### src/rtl/class_select_menu.sv
// Character-class selection menu overlay: N class slots, a preview slot and a CONFIRM button.
// Mouse clicks drive a small NONE/SEL/LOCKED FSM; a two-stage pixel pipeline composites slot
// sprites, hover/select frames, the preview and the button over the incoming VGA stream.
// Sprite pixels come from an external synchronous ROM, read one cycle after the request.
// Where the preview overlaps a slot, the preview owns the sprite fetch for that pixel.
module class_select_menu #(
  parameter int unsigned NUM_CLASSES = 3,
  parameter int unsigned SLOT_W      = 39,
  parameter int unsigned SLOT_H      = 53,
  parameter int unsigned SLOT_X0     = 256,
  parameter int unsigned SLOT_PITCH  = 128,
  parameter int unsigned SLOT_Y      = 512,
  parameter int unsigned PREVIEW_X   = 492,
  parameter int unsigned PREVIEW_Y   = 538,
  parameter int unsigned BTN_X       = 387,
  parameter int unsigned BTN_Y       = 240,
  parameter int unsigned BTN_W       = 250,
  parameter int unsigned BTN_H       = 75,
  parameter logic [4*NUM_CLASSES-1:0] CLASS_HP    = {4'd3, 4'd5, 4'd10},
  parameter logic [4*NUM_CLASSES-1:0] CLASS_AGGRO = {4'd2, 4'd1, 4'd3},
  parameter logic [11:0] TRANSPARENT = 12'hF00,
  parameter logic [11:0] HOVER_RGB   = 12'hFF0,
  parameter logic [11:0] SEL_RGB     = 12'h0F0,
  parameter logic [11:0] BTN_RGB     = 12'h08F
) (
  input  logic        i_clk,
  input  logic        i_rst,
  input  logic [1:0]  i_game_active,
  input  logic [11:0] i_mouse_x,
  input  logic [11:0] i_mouse_y,
  input  logic        i_mouse_clicked,
  output logic [2:0]  o_sprite_id,
  output logic [12:0] o_sprite_addr,
  input  logic [11:0] i_sprite_rgb,
  output logic [2:0]  o_char_class,
  output logic [3:0]  o_char_hp,
  output logic [3:0]  o_class_aggro,
  output logic        o_class_locked,
  input  logic [11:0] i_vga_hcount,
  input  logic [11:0] i_vga_vcount,
  input  logic        i_vga_hsync,
  input  logic        i_vga_vsync,
  input  logic        i_vga_hblank,
  input  logic        i_vga_vblank,
  input  logic [11:0] i_vga_rgb,
  output logic [11:0] o_vga_hcount,
  output logic [11:0] o_vga_vcount,
  output logic        o_vga_hsync,
  output logic        o_vga_vsync,
  output logic        o_vga_hblank,
  output logic        o_vga_vblank,
  output logic [11:0] o_vga_rgb
);

  localparam logic [12:0] SlotW  = 13'(SLOT_W);
  localparam logic [12:0] SlotH  = 13'(SLOT_H);
  localparam logic [12:0] SlotY  = 13'(SLOT_Y);
  localparam logic [12:0] PrevX  = 13'(PREVIEW_X);
  localparam logic [12:0] PrevY  = 13'(PREVIEW_Y);
  localparam logic [12:0] BtnX   = 13'(BTN_X);
  localparam logic [12:0] BtnY   = 13'(BTN_Y);
  localparam logic [12:0] BtnW   = 13'(BTN_W);
  localparam logic [12:0] BtnH   = 13'(BTN_H);
  localparam logic [11:0] FrameWhite = 12'hFFF;

  typedef enum logic [1:0] {StNone, StSel, StLocked} state_e;

  // Half-open interval test: v in [lo, lo+len).
  function automatic logic in_span(input logic [12:0] v, input logic [12:0] lo,
                                   input logic [12:0] len);
    return (v >= lo) && (v < lo + len);
  endfunction

  function automatic logic [12:0] slot_x(input logic [2:0] idx);
    return 13'(SLOT_X0 + 32'(idx) * SLOT_PITCH);
  endfunction

  // Outer 2px ring of a slot-sized box.
  function automatic logic on_ring(input logic [12:0] col, input logic [12:0] row);
    return (col < 13'd2) || (col >= SlotW - 13'd2) || (row < 13'd2) || (row >= SlotH - 13'd2);
  endfunction

  state_e      r_state, w_state_next;
  logic [2:0]  r_sel_idx, w_sel_next;
  logic        r_click_prev;
  logic        w_click;
  logic [2:0]  w_class_d;
  logic [3:0]  w_hp_d, w_aggro_d;
  logic        w_locked_d;
  logic [2:0]  r_char_class;
  logic [3:0]  r_char_hp, r_class_aggro;
  logic        r_class_locked;

  logic [12:0] w_mx, w_my, w_hc, w_vc;
  logic        w_hover_hit, w_mouse_btn;
  logic [2:0]  w_hover_idx;
  logic        w_slot_hit, w_slot_ring, w_prev_hit, w_prev_ring, w_btn_hit;
  logic [2:0]  w_slot_idx;
  logic [12:0] w_slot_col, w_slot_row, w_prev_col, w_prev_row;
  logic [2:0]  w_req_id;
  logic [12:0] w_req_addr;

  // Stage 1 registers
  logic [11:0] r1_hc, r1_vc, r1_rgb;
  logic        r1_hs, r1_vs, r1_hb, r1_vb;
  logic        r1_draw, r1_sel_frame, r1_hover_frame, r1_prev_ring, r1_prev_none, r1_spr_en;
  logic        r1_btn;
  logic [2:0]  r1_sprite_id;
  logic [12:0] r1_sprite_addr;
  // Stage 2 registers
  logic [11:0] r2_hc, r2_vc, r2_rgb;
  logic        r2_hs, r2_vs, r2_hb, r2_vb;
  logic        r2_draw, r2_sel_frame, r2_hover_frame, r2_prev_ring, r2_prev_none, r2_spr_en;
  logic        r2_btn;
  logic        w_spr_opaque;
  logic [11:0] w_rgb;

  assign w_mx    = {1'b0, i_mouse_x};
  assign w_my    = {1'b0, i_mouse_y};
  assign w_hc    = {1'b0, i_vga_hcount};
  assign w_vc    = {1'b0, i_vga_vcount};
  assign w_click = i_mouse_clicked & ~r_click_prev;
  assign w_mouse_btn = in_span(w_mx, BtnX, BtnW) && in_span(w_my, BtnY, BtnH);

  // Which slot (if any) the mouse is over.
  always_comb begin
    w_hover_hit = 1'b0;
    w_hover_idx = '0;
    for (int i = 0; i < NUM_CLASSES; i++) begin
      if (in_span(w_mx, slot_x(3'(i)), SlotW) && in_span(w_my, SlotY, SlotH)) begin
        w_hover_hit = 1'b1;
        w_hover_idx = 3'(i);
      end
    end
  end

  // Which slot (if any) the current pixel falls in.
  always_comb begin
    w_slot_hit = 1'b0;
    w_slot_idx = '0;
    for (int i = 0; i < NUM_CLASSES; i++) begin
      if (in_span(w_hc, slot_x(3'(i)), SlotW) && in_span(w_vc, SlotY, SlotH)) begin
        w_slot_hit = 1'b1;
        w_slot_idx = 3'(i);
      end
    end
  end

  assign w_slot_col  = w_hc - slot_x(w_slot_idx);
  assign w_slot_row  = w_vc - SlotY;
  assign w_slot_ring = on_ring(w_slot_col, w_slot_row);
  assign w_prev_hit  = in_span(w_hc, PrevX, SlotW) && in_span(w_vc, PrevY, SlotH);
  assign w_prev_col  = w_hc - PrevX;
  assign w_prev_row  = w_vc - PrevY;
  assign w_prev_ring = on_ring(w_prev_col, w_prev_row);
  assign w_btn_hit   = in_span(w_hc, BtnX, BtnW) && in_span(w_vc, BtnY, BtnH);

  // Sprite request: preview shows the selected class and wins the fetch over a slot.
  always_comb begin
    w_req_id   = '0;
    w_req_addr = '0;
    if (w_prev_hit) begin
      w_req_id   = r_sel_idx;
      w_req_addr = w_prev_row * SlotW + w_prev_col;
    end else if (w_slot_hit) begin
      w_req_id   = w_slot_idx;
      w_req_addr = w_slot_row * SlotW + w_slot_col;
    end
  end

  // FSM state register and click edge detector.
  always_ff @(posedge i_clk) begin
    if (i_rst) begin
      r_state      <= StNone;
      r_sel_idx    <= '0;
      r_click_prev <= 1'b0;
    end else begin
      r_state      <= w_state_next;
      r_sel_idx    <= w_sel_next;
      r_click_prev <= i_mouse_clicked;
    end
  end

  // FSM next-state: game start outranks a same-cycle click while selecting.
  always_comb begin
    w_state_next = r_state;
    w_sel_next   = r_sel_idx;
    unique case (r_state)
      StNone: begin
        if (w_click && w_hover_hit && (i_game_active == 2'd0)) begin
          w_state_next = StSel;
          w_sel_next   = w_hover_idx;
        end
      end
      StSel: begin
        if (i_game_active != 2'd0) begin
          w_state_next = StLocked;
        end else if (w_click && w_mouse_btn) begin
          w_state_next = StLocked;
        end else if (w_click && w_hover_hit) begin
          w_sel_next = w_hover_idx;
        end
      end
      StLocked: ;
      default: w_state_next = StNone;
    endcase
  end

  // FSM outputs decoded from the current state.
  always_comb begin
    w_class_d  = '0;
    w_hp_d     = '0;
    w_aggro_d  = '0;
    w_locked_d = (r_state == StLocked);
    if (r_state != StNone) begin
      w_class_d = r_sel_idx + 3'd1;
      for (int i = 0; i < NUM_CLASSES; i++) begin
        if (r_sel_idx == 3'(i)) begin
          w_hp_d    = CLASS_HP[4*i +: 4];
          w_aggro_d = CLASS_AGGRO[4*i +: 4];
        end
      end
    end
  end

  // Registered character outputs.
  always_ff @(posedge i_clk) begin
    if (i_rst) begin
      r_char_class   <= '0;
      r_char_hp      <= '0;
      r_class_aggro  <= '0;
      r_class_locked <= 1'b0;
    end else begin
      r_char_class   <= w_class_d;
      r_char_hp      <= w_hp_d;
      r_class_aggro  <= w_aggro_d;
      r_class_locked <= w_locked_d;
    end
  end

  // Stage 1: capture timing, hit-test flags and issue the sprite ROM request.
  always_ff @(posedge i_clk) begin
    if (i_rst) begin
      {r1_hc, r1_vc, r1_rgb, r1_hs, r1_vs, r1_hb, r1_vb} <= '0;
      {r1_draw, r1_sel_frame, r1_hover_frame, r1_prev_ring, r1_prev_none, r1_spr_en} <= '0;
      r1_btn         <= 1'b0;
      r1_sprite_id   <= '0;
      r1_sprite_addr <= '0;
    end else begin
      r1_hc          <= i_vga_hcount;
      r1_vc          <= i_vga_vcount;
      r1_rgb         <= i_vga_rgb;
      r1_hs          <= i_vga_hsync;
      r1_vs          <= i_vga_vsync;
      r1_hb          <= i_vga_hblank;
      r1_vb          <= i_vga_vblank;
      r1_draw        <= (i_game_active == 2'd0) && (r_state != StLocked);
      r1_sel_frame   <= w_slot_hit && w_slot_ring && (r_state == StSel) &&
                        (w_slot_idx == r_sel_idx);
      r1_hover_frame <= w_slot_hit && w_slot_ring && w_hover_hit && (w_hover_idx == w_slot_idx);
      r1_prev_ring   <= w_prev_hit && w_prev_ring;
      r1_prev_none   <= (r_state == StNone);
      r1_spr_en      <= w_prev_hit ? (r_state == StSel) : w_slot_hit;
      r1_btn         <= w_btn_hit && (r_state == StSel);
      r1_sprite_id   <= w_req_id;
      r1_sprite_addr <= w_req_addr;
    end
  end

  // Stage 2: align flags with the ROM data that arrives one cycle after the request.
  always_ff @(posedge i_clk) begin
    if (i_rst) begin
      {r2_hc, r2_vc, r2_rgb, r2_hs, r2_vs, r2_hb, r2_vb} <= '0;
      {r2_draw, r2_sel_frame, r2_hover_frame, r2_prev_ring, r2_prev_none, r2_spr_en} <= '0;
      r2_btn <= 1'b0;
    end else begin
      {r2_hc, r2_vc, r2_rgb, r2_hs, r2_vs, r2_hb, r2_vb} <=
        {r1_hc, r1_vc, r1_rgb, r1_hs, r1_vs, r1_hb, r1_vb};
      {r2_draw, r2_sel_frame, r2_hover_frame, r2_prev_ring, r2_prev_none, r2_spr_en} <=
        {r1_draw, r1_sel_frame, r1_hover_frame, r1_prev_ring, r1_prev_none, r1_spr_en};
      r2_btn <= r1_btn;
    end
  end

  assign w_spr_opaque = (i_sprite_rgb != TRANSPARENT);

  // Final compositing, highest priority first.
  always_comb begin
    w_rgb = r2_rgb;
    if (!r2_draw) begin
      w_rgb = r2_rgb;
    end else if (r2_sel_frame) begin
      w_rgb = SEL_RGB;
    end else if (r2_hover_frame) begin
      w_rgb = HOVER_RGB;
    end else if (r2_prev_ring && (r2_prev_none || !w_spr_opaque)) begin
      w_rgb = FrameWhite;
    end else if (r2_spr_en && w_spr_opaque) begin
      w_rgb = i_sprite_rgb;
    end else if (r2_btn) begin
      w_rgb = BTN_RGB;
    end
  end

  assign o_sprite_id    = r1_sprite_id;
  assign o_sprite_addr  = r1_sprite_addr;
  assign o_char_class   = r_char_class;
  assign o_char_hp      = r_char_hp;
  assign o_class_aggro  = r_class_aggro;
  assign o_class_locked = r_class_locked;
  assign o_vga_hcount   = r2_hc;
  assign o_vga_vcount   = r2_vc;
  assign o_vga_hsync    = r2_hs;
  assign o_vga_vsync    = r2_vs;
  assign o_vga_hblank   = r2_hb;
  assign o_vga_vblank   = r2_vb;
  assign o_vga_rgb      = w_rgb;

endmodule
### config.mk
export PLATFORM = sky130hd
export DESIGN_NAME = class_select_menu
export DESIGN_NICKNAME = d
export VERILOG_FILES = /design/src/rtl/class_select_menu.sv
export SDC_FILE = /design/constraint.sdc
export NUM_CORES = 1
export LEC_CHECK = 0
export ABC_CLOCK_PERIOD_IN_PS = 15600
export BUFFER_PORTS_ARGS = -buffer_cell sky130_fd_sc_hd__buf_2
export CORE_MARGIN = 2
export CORE_UTILIZATION = 57
export CTS_BUF_LIST = sky130_fd_sc_hd__clkbuf_4 sky130_fd_sc_hd__clkbuf_8 sky130_fd_sc_hd__clkbuf_16
export CTS_CLUSTER_DIAMETER = 150
export DETAILED_ROUTE_END_ITERATION = 7
export PLACE_DENSITY = 0.87
export SLEW_MARGIN = 5
export SYNTH_ARGS = -nofsm -noshare
export SYNTH_HDL_FRONTEND = slang
export SYNTH_SLANG_ARGS = --single-unit
### constraint.sdc
create_clock -name i_clk -period 15.6 [get_ports i_clk]
set_input_delay 0.78 -clock i_clk [delete_from_list [all_inputs] [get_ports i_clk]]
set_output_delay 0.78 -clock i_clk [all_outputs]
set_load 0.02 [all_outputs]
==> flow_summary.toml, run 1 <==
[outcome]
status = "complete, no violations"

[sta]
relSlewSlack_pct = 36.7
tns_ns = 0
fin_worst_skew_ns = 0.00700
finalCritPeriodShare_pct = 39.3
hold_viol_final = 0
max_freq_mhz = 163
post-route-min-period_ns = 6.14
grt_setup_unrepaired = "no"
finalSetupViolations = 0
slew_violations = 0
worstMarginPinSlew_ns = 0.926

[yosys]
synth_edf_count = 0
syn_area_per_cell_um2 = 9.03
yosysUniqueCellTypes = 71
synth_top_area_share_pct = 27.3
ys_top_cells_by_area = "dfxtp_1, ha_1, fa_1"
ys.flop_type = "dfxtp_1"
yosysTopAreaCell = "dfxtp_1"
synth_cells = 989
async_flop_share_pct = 0
yosys-top-cells-count = "inv_1, ha_1, dfxtp_1"
ys_seq_area_share_pct = 27.3
yosys_warnings = 0
netlist_area_mm2 = 0.00893
synth.most_common_cell = "inv_1"
ys_ff_latch = 122

[routing]
detail-route-antenna-nets = 0
drt-wirelength-per-cell_um = 16.9
vias = 7441
vias_per_cell = 5.50
wirelength_um = 22900
drcViolationCount = 0
first_pass_iters = 7
drtIter0Drc = 626

[global_routing]
grt_pass1_wl_um = 35700
track_usage_pct = 27.2
antenna_found_initial = 0
grt_overflow_total = 0
grt_pass1_vias = 7320
grt_max_degree = 59

[die]
die_w_um = 129
io_pins = 149
start_util_pct = 58.5
fp-row-count = 45
die_h_um = 129
core_area_mm2 = 0.0153
fp.dieArea_mm2 = 0.0167

[worst_setup_path]
crit_top_cell = "ha_1"
cp_slowest_stage_delay_ns = 0.48
crit_slowest_cell = "a2111oi_0"
cp.required_ns = 15.88
crit_path_start_kind = "input pin"
worst_ep_arrival_time_ns = 6.42
worstPathMaxFanout = 7
critical_path_class = "input pin to flop"
end_kind = "flop"

[cts]
numCtsBuffers = 17
clock_path_buffers = 2
cts_hold_buf = 0
root_buffer = "clkbuf_16"
cts_tree = "done"
ctsResizeCount = 0
cts.clk_slew.worst_paths_ns = 0.06
clk_latency_ns = 0.41
htree_levels = 4
post_cts_buffers = 0
clkSinkCount = 122

[cells_and_area]
area_growth_pct = 17.1
final_area_mm2 = 0.0105
antenna_cells = 0
fillers = 1180
multi_input_area_mm2 = 0.00583
finalNonFillerCells = 1352
drive_above_1_share_pct = 16.9
seq_area_mm2 = 0.00244
nets = 1387

[job]
maxCapViolCount = 0

[power]
power.density_mw_per_mm2 = 141
finalPower_w = 0.00147
vdd_drop_max_uv = 240
power_leakage_nw = 5.14

[placed_design]
dpl.cell_count = 1320
placed_area_mm2 = 0.00981
gp_congestion = 0.923
io_buffers = 145
hpwl_um = 17700

[worst_hold_path]
hold_class = "flop to flop"
-- path summary, 6_finish.rpt --
kind | from | endpoint | slack (ns) | cells past startpoint
worst max register to register | r_state[0] | r1_btn | 13.96 | 5
worst min register to register | r1_rgb[5] | r2_rgb[5] | 0.43 | 1
worst max-delay path | i_vga_vcount[8] | o_sprite_addr[12] | 9.46 | 25
worst min-delay path | r1_rgb[5] | r2_rgb[5] | 0.43 | 1
-- kinds of logic after synthesis --
logic type / Yosys count / share of synthesized area (%)
AOI/OAI and AO/OA: 152 / 11.2
xor gates and xnor gates: 64 / 6.36
adders and majority gates: 178 / 29.0
buffers and inverters: 171 / 7.44
DFF: 122 / 27.3
muxes: 8 / 0.910
other: 1 / 0.0420
and+or+nand+nor: 293 / 17.7
-- through the flow --
| step | hold WS, ns | setup WS, ns | util, % |
|---|---|---|---|
| 4_1_cts | 0.434 | 9.66 | 68.6 |
| 3_5_place_dp | 0.423 | 9.29 | 64.3 |
| 2_1_floorplan | 0.414 | 10.19 | - |
| 6_report | 0.429 | 9.46 | 68.6 |
| 5_1_grt | 0.443 | 9.19 | 68.6 |
| 3_3_place_gp | 0.416 | 9.51 | 64.3 |
-- cell usage in the layout (no fill, tap or decap), types with 4 or more instances in the layout --
| master | count |
|---|---|
| inv_1 | 143 |
| a31o_2 | 4 |
| ha_1 | 130 |
| nor2_1 | 69 |
| o31ai_1 | 4 |
| o22ai_1 | 15 |
| nand3b_1 | 4 |
| xor2_1 | 18 |
| clkbuf_16 | 17 |
| nand2_1 | 41 |
| nor4b_1 | 4 |
| o21ai_0 | 26 |
| a21boi_0 | 7 |
| o211ai_1 | 4 |
| inv_6 | 5 |
| xnor2_1 | 45 |
| nor4_1 | 6 |
| fa_1 | 48 |
| o21bai_1 | 5 |
| a21o_1 | 6 |
| mux2i_1 | 7 |
| a211oi_1 | 6 |
| nor3_1 | 23 |
| nand2b_1 | 14 |
| bufinv_16 | 4 |
| dfxtp_1 | 122 |
| nand4_1 | 8 |
| nand3_1 | 16 |
| buf_2 | 144 |
| a211o_1 | 4 |
| nor2b_1 | 80 |
| a21oi_1 | 42 |
-- worst max-delay path: cells and delay by family --
kind	cells	cell delay [ns]
and+or+nand+nor	7	1.07
AOI/OAI and AO/OA	8	1.92
adders and majority gates	5	1.82
xor gates and xnor gates	2	0.36
buffers and inverters	3	0.43
-- layout make-up --
cell class | count | area share [%]
Clock inverter | 14 | 1.99
Inverter | 143 | 5.13
Timing Repair Buffer | 146 | 7.03
Sequential cell | 122 | 23.3
Tap cell | 211 | 2.52
Multi-Input combinational cell | 698 | 55.8
Clock buffer | 18 | 4.20
-- per-layer routing --
layer  vias to the layer above  wire length, µm  GRT usage, %
li1                       3532                -             -
met1                      3538             9540          33.6
met2                       320            11200          47.2
met3                        51             1540          5.33
met4                         0              603          9.97
met5                         -                0             0
-- power by group --
group	switching, W	total, W	internal [W]
Combinational	0.000414	0.000715	0.000300
Sequential	0.00000289	0.000325	0.000322
Clock	0.000157	0.000434	0.000276
Total	0.000575	0.00147	0.000899
-- state kept, by name (all words and copies together), names as in the netlist, 4 cells and up --
signal,flops
o_char_hp,4
o_sprite_addr,13
r1_vc,12
o_vga_vcount,12
r1_hc,12
r2_rgb,12
r1_rgb,12
o_vga_hcount,12
(Power assumes the default switching activity.)
==> run 2, diff against run 1 <==
--- a/config.mk
+++ b/config.mk
@@ -5,14 +5,14 @@
 export SDC_FILE = /design/constraint.sdc
 export NUM_CORES = 1
 export LEC_CHECK = 0
-export ABC_CLOCK_PERIOD_IN_PS = 15600
+export ABC_CLOCK_PERIOD_IN_PS = 5550
 export BUFFER_PORTS_ARGS = -buffer_cell sky130_fd_sc_hd__buf_2
 export CORE_MARGIN = 2
-export CORE_UTILIZATION = 57
+export CORE_UTILIZATION = 52
 export CTS_BUF_LIST = sky130_fd_sc_hd__clkbuf_4 sky130_fd_sc_hd__clkbuf_8 sky130_fd_sc_hd__clkbuf_16
 export CTS_CLUSTER_DIAMETER = 150
 export DETAILED_ROUTE_END_ITERATION = 7
-export PLACE_DENSITY = 0.87
+export PLACE_DENSITY = 0.84
 export SLEW_MARGIN = 5
 export SYNTH_ARGS = -nofsm -noshare
 export SYNTH_HDL_FRONTEND = slang
==> constraint.sdc (replaced) <==
create_clock -name i_clk -period 5.55 [get_ports i_clk]
set_input_delay 0.2775 -clock i_clk [delete_from_list [all_inputs] [get_ports i_clk]]
set_output_delay 0.2775 -clock i_clk [all_outputs]
set_load 0.02 [all_outputs]
==> flow_summary.toml, run 2 (synthesis gave the netlist of run 1 again) <==
[worst_hold_path]
hold_class = "input pin to flop"

[cts]
cts_hold_buf = 0
cts.clk_slew.worst_paths_ns = 0.06
numCtsBuffers = 17
root_buffer = "clkbuf_16"
clock_path_buffers = 2
htree_levels = 4
clk_latency_ns = 0.41
cts_tree = "done"
clkSinkCount = 122

[sta]
slew_violations = 0
post-route-min-period_ns = 5.18
finalSetupViolations = 0
setup_ws_ns = 0.368
relSlewSlack_pct = 36.9
tns_ns = 0
hold_ws_ns = 0.0677
worstMarginPinSlew_ns = 0.923
hold_viol_final = 0
grt_setup_unrepaired = "no"
fin_worst_skew_ns = 0.00662
max_freq_mhz = 193
finalCritPeriodShare_pct = 93.4

[die]
die_w_um = 135
fp.dieArea_mm2 = 0.0182
fp-row-count = 47
start_util_pct = 53.5
io_pins = 149
die_h_um = 135
core_area_mm2 = 0.0167

[routing]
first_pass_iters = 5
vias_per_cell = 5.36
drcViolationCount = 0
drtIter0Drc = 450
wirelength_um = 22500
drt-wirelength-per-cell_um = 16.3
vias = 7436
detail-route-antenna-nets = 0

[power]
p_comb_share_pct = 49.1
switching_power_w = 0.00156
swShare_pct = 37.9
power.share.clock_pct = 28.7
p_seq_share_pct = 22.2
power.density_mw_per_mm2 = 386
vdd_drop_max_uv = 529
cellInternalPower_w = 0.00255
power_leakage_nw = 5.25

[worst_setup_path]
cp.required_ns = 5.83
worst_ep_arrival_time_ns = 5.46
critical_path_class = "input pin to flop"
crit_path_start_kind = "input pin"
worstPathMaxFanout = 6
end_kind = "flop"

[global_routing]
grt_pass1_vias = 7266
antenna_found_initial = 0
track_usage_pct = 25.2
grt_max_degree = 70
grt_overflow_total = 0
grt_pass1_wl_um = 35800

[cells_and_area]
final_cell_mix = "buf_2, inv_1, ha_1, dfxtp_1, nor2b_1"
area_growth_pct = 19.3
final_common_cell = "buf_2"
antenna_cells = 0
drive_above_1_share_pct = 18.8
nets = 1413
largest_register_ff_count = 13
fillers = 1378

[outcome]
status = "complete, no violations"

[placed_design]
pre_cts_ws_ns = 0.0343
io_buffers = 145
gp_congestion = 0.998
hpwl_um = 18100

[job]
maxCapViolCount = 0
-- run 2: changes by cell type in the layout (fill, tap and decap cells not counted), sizes merged --
cell | before | now
buf | 146 | 172
inv | 150 | 147
clkinvlp | 1 | 3
clkbuf | 18 | 19
-- run 2: path summary, 6_finish.rpt --
kind,from,endpoint,slack [ns],cells after the start
worst max-delay path,i_vga_hcount[3],o_sprite_addr[12],0.37,26
worst min-delay path,i_game_active[0],r1_draw,0.07,2
worst max register to register,r_state[0],r1_btn,3.89,5
worst min register to register,r1_hc[3],o_vga_hcount[3],0.43,1
-- run 2: per-layer routing --
metal | vias up | track usage, % | wire length (µm)
met2 | 272 | 42.9 | 10700
met3 | 63 | 5.74 | 1400
met5 | - | 0 | 0
li1 | 3581 | - | -
met4 | 0 | 10.5 | 750
met1 | 3520 | 30.7 | 9660
-- run 2: area by class of cell --
cell class	count	area [µm²]	area share, %
multi-input combinational	698	5840	54.8
sequential	122	2440	22.9
timing repair buffer	172	931	8.74
inverter	143	537	5.04
clock buffer	19	447	4.19
tap	220	275	2.58
clock inverter	13	188	1.76
-- run 2: timing repair --
| action | CTS | global route |
|---|---|---|
| setup buffers | 0 | 0 |
| setup endpoints to repair | 0 | 2 |
| resized for setup | 0 | 1 |
-- run 2: critical path, cell delays in order --
cell and delay (ns):
buf_2 0.12, inv_1 0.11, ha_1 0.24, and3_1 0.19
o21ai_0 0.36, nand4_1 0.20, nor2_1 0.18, and4_1 0.31
inv_1 0.07, ha_1 0.27, ha_1 0.33, nand2_1 0.09
a2bb2oi_1 0.24, o311ai_1 0.16, a21oi_1 0.29, xnor2_2 0.17
fa_1 0.46, ha_1 0.33, buf_4 0.15, nand3_1 0.07
nand2_1 0.06, o31ai_1 0.27, nand2b_1 0.09, a21oi_1 0.18
xnor2_1 0.15, o22ai_1 0.10
-- run 2: per-stage QoR --
stage          power (W)  utilization [%]  cells  area [µm²]
2_1_floorplan    0.00240                -    991        8940
3_3_place_gp     0.00286             60.0   1355       10000
3_5_place_dp     0.00292             60.0   1355       10000
4_1_cts          0.00411             63.8   1387       10700
5_1_grt          0.00440             63.8   1387       10700
6_report         0.00411             63.8   1387       10700
-- run 2: power by group through the flow --
stage / Sequential, W / Clock (W) / Combinational, W
after global placement: 0.000932 / 0 / 0.00193
final: 0.000914 / 0.00118 / 0.00202
after global routing: 0.000916 / 0.00123 / 0.00225
after detailed placement: 0.000932 / 0 / 0.00199
after floorplan: 0.000942 / 0 / 0.00146
after CTS: 0.000914 / 0.00120 / 0.00200
==> run 3, diff against run 2 <==
--- a/config.mk
+++ b/config.mk
@@ -5,10 +5,11 @@
 export SDC_FILE = /design/constraint.sdc
 export NUM_CORES = 1
 export LEC_CHECK = 0
+export ABC_AREA = 1
 export ABC_CLOCK_PERIOD_IN_PS = 5550
 export BUFFER_PORTS_ARGS = -buffer_cell sky130_fd_sc_hd__buf_2
 export CORE_MARGIN = 2
-export CORE_UTILIZATION = 52
+export CORE_UTILIZATION = 53
 export CTS_BUF_LIST = sky130_fd_sc_hd__clkbuf_4 sky130_fd_sc_hd__clkbuf_8 sky130_fd_sc_hd__clkbuf_16
 export CTS_CLUSTER_DIAMETER = 150
 export DETAILED_ROUTE_END_ITERATION = 7
==> flow_summary.toml, run 3 <==
[cells_and_area]
drive_above_1_share_pct = 15.8
seq_area_mm2 = 0.00244
fillers = 1546
multi_input_area_mm2 = 0.00594
final_common_cell = "inv_1"
final_area_mm2 = 0.0112
largest_register_ff_count = 13
final_cell_mix = "inv_1, nand2_1, nor2_1, buf_2, ha_1"
antenna_cells = 0
area_growth_pct = 17.1
nets = 1700

[global_routing]
antenna_found_initial = 0
grt_max_degree = 66
grt_overflow_total = 0
grt_pass1_vias = 8328
track_usage_pct = 26.5
grt_pass1_wl_um = 40800

[cts]
clk_latency_ns = 0.41
post_cts_buffers = 0
clock_path_buffers = 2
cts_tree = "done"
cts_hold_buf = 0
htree_levels = 4
ctsResizeCount = 0
root_buffer = "clkbuf_16"
clkSinkCount = 122
cts.clk_slew.worst_paths_ns = 0.05
numCtsBuffers = 17

[power]
power.density_mw_per_mm2 = 362
power_leakage_nw = 5.94
finalPower_w = 0.00405
vdd_drop_max_uv = 295

[routing]
drtIter0Drc = 697
first_pass_iters = 7
vias = 8640
drcViolationCount = 0
vias_per_cell = 5.14
drt-wirelength-per-cell_um = 15.2
wirelength_um = 25600
detail-route-antenna-nets = 0

[placed_design]
io_buffers = 145
gp_congestion = 1.04
placed_area_mm2 = 0.0106
hpwl_um = 20700

[sta]
finalSetupViolations = 0
fin_worst_skew_ns = 0.0102
grt_setup_unrepaired = "no"
worstMarginPinSlew_ns = 0.647
max_freq_mhz = 201
post-route-min-period_ns = 4.97
relSlewSlack_pct = 56.9
slew_violations = 0
tns_ns = 0
hold_viol_final = 0
finalCritPeriodShare_pct = 89.6

[worst_setup_path]
end_kind = "flop"
r2r-end = "r1_btn"
cp-startpoint = "i_vga_vcount[2]"
r2r-start = "r_state[0]"
crit_path_start_kind = "input pin"
worst_ep_arrival_time_ns = 5.24
cp.required_ns = 5.81
critical_path_class = "input pin to flop"
crit_end = "o_sprite_addr[10]"
rrSetupSlack_ns = 3.75
r2r_cells = 6
worstPathMaxFanout = 9

[yosys]
syn_area_per_cell_um2 = 7.47
async_flop_share_pct = 0
ys_seq_area_share_pct = 25.6
ys_top_cells_by_area = "dfxtp_1, ha_1, inv_1"
synth_top_area_share_pct = 25.6
yosys-top-cells-count = "inv_1, nand2_1, nor2_1"
yosys_warnings = 0
yosysTopAreaCell = "dfxtp_1"
ys_ff_latch = 122
synth_edf_count = 0
yosysUniqueCellTypes = 53
ys.flop_type = "dfxtp_1"
synth.most_common_cell = "inv_1"
netlist_area_mm2 = 0.00955
synth_cells = 1279

[die]
start_util_pct = 53.5
fp.dieArea_mm2 = 0.0191
die_h_um = 138
fp-row-count = 49
io_pins = 149
core_area_mm2 = 0.0178
die_w_um = 138

[job]
maxCapViolCount = 0

[outcome]
status = "complete, no violations"

[worst_hold_path]
hold_class = "input pin to flop"
==> run 3: cell types whose count changed after synthesis, sizes merged, moves of 12 or more <==
cell,before,now
nor2b,80,0
nand2,41,190
nor2,69,176
a21oi,42,66
inv,143,287
nand4,8,22
xor2,18,30
o21ai,26,39
nand3,17,59
xnor2,46,12
nand2b,14,2
==> run 3: kinds of logic (layout without fill, tap and decap cells) <==
group | count (synthesis) | after routing | share of synthesized area (%)
AOI/OAI and AO/OA | 152 | 152 | 9.66
and+or+nand+nor | 477 | 477 | 21.5
adders and majority gates | 178 | 178 | 27.1
DFF | 122 | 122 | 25.6
buffers and inverters | 307 | 478 | 12.3
xor gates and xnor gates | 42 | 42 | 3.85
other | 1 | 3 | 0.0393
==> run 3: stage by stage <==
step,instances,utilization (%),hold WS [ns],setup WS (ns)
finish,1681,62.7,0.0699,0.578
global route,1681,62.7,0.0685,0.250
CTS,1681,62.7,0.0638,0.619
detailed placement,1651,59.4,0.395,0.207
global placement,1651,59.4,0.390,0.280
floorplan,1281,-,0.384,0.841
==> run 3: metal layers <==
metal	GRT usage [%]	part of all wire, %
met1	33.7	43
met2	45.8	48
met3	3.78	6.5
met4	9.99	2.9
met5	0	0
==> run 3: final cells by class <==
cell class,count,share of cell area (%)
sequential,122,21.8
clock inverter,9,1.11
multi-input combinational,852,53.2
tap,229,2.56
clock buffer,21,4.13
inverter,288,9.67
timing repair buffer,160,7.52
==> run 3: worst min path at each step <==
stage,startpoint,to,slack (ns),cells past startpoint
3_5_place_dp,r1_vc[8],o_vga_vcount[8],0.40,2
3_3_place_gp,r1_vs,o_vga_vsync,0.39,2
5_1_grt,i_vga_rgb[10],r1_rgb[10],0.07,3
2_1_floorplan,i_vga_hblank,r1_hb,0.38,2
4_1_cts,i_vga_rgb[4],r1_rgb[4],0.06,3
6_report,i_vga_rgb[4],r1_rgb[4],0.07,3
==> run 3: worst max-delay path, cell delays in order <==
cell	delay [ns]
buf_2	0.17
inv_1	0.12
ha_1	0.15
inv_1	0.06
o21ai_2	0.22
nand2_1	0.09
nand2_1	0.08
xor2_1	0.44
inv_1	0.24
fa_1	0.55
ha_1	0.29
inv_1	0.05
fa_1	0.51
fa_1	0.54
inv_1	0.04
ha_1	0.37
nand2_1	0.11
o21ai_0	0.43
inv_1	0.11
o21ai_0	0.16
nand2_1	0.06
nand3_1	0.09
a21oi_2	0.05
==> run 3: power by group <==
group | internal (W) | switching (W) | total (W)
clock network | 0.000723 | 0.000383 | 0.00111
registers | 0.000907 | 0.00000810 | 0.000915
logic | 0.000744 | 0.00128 | 0.00203
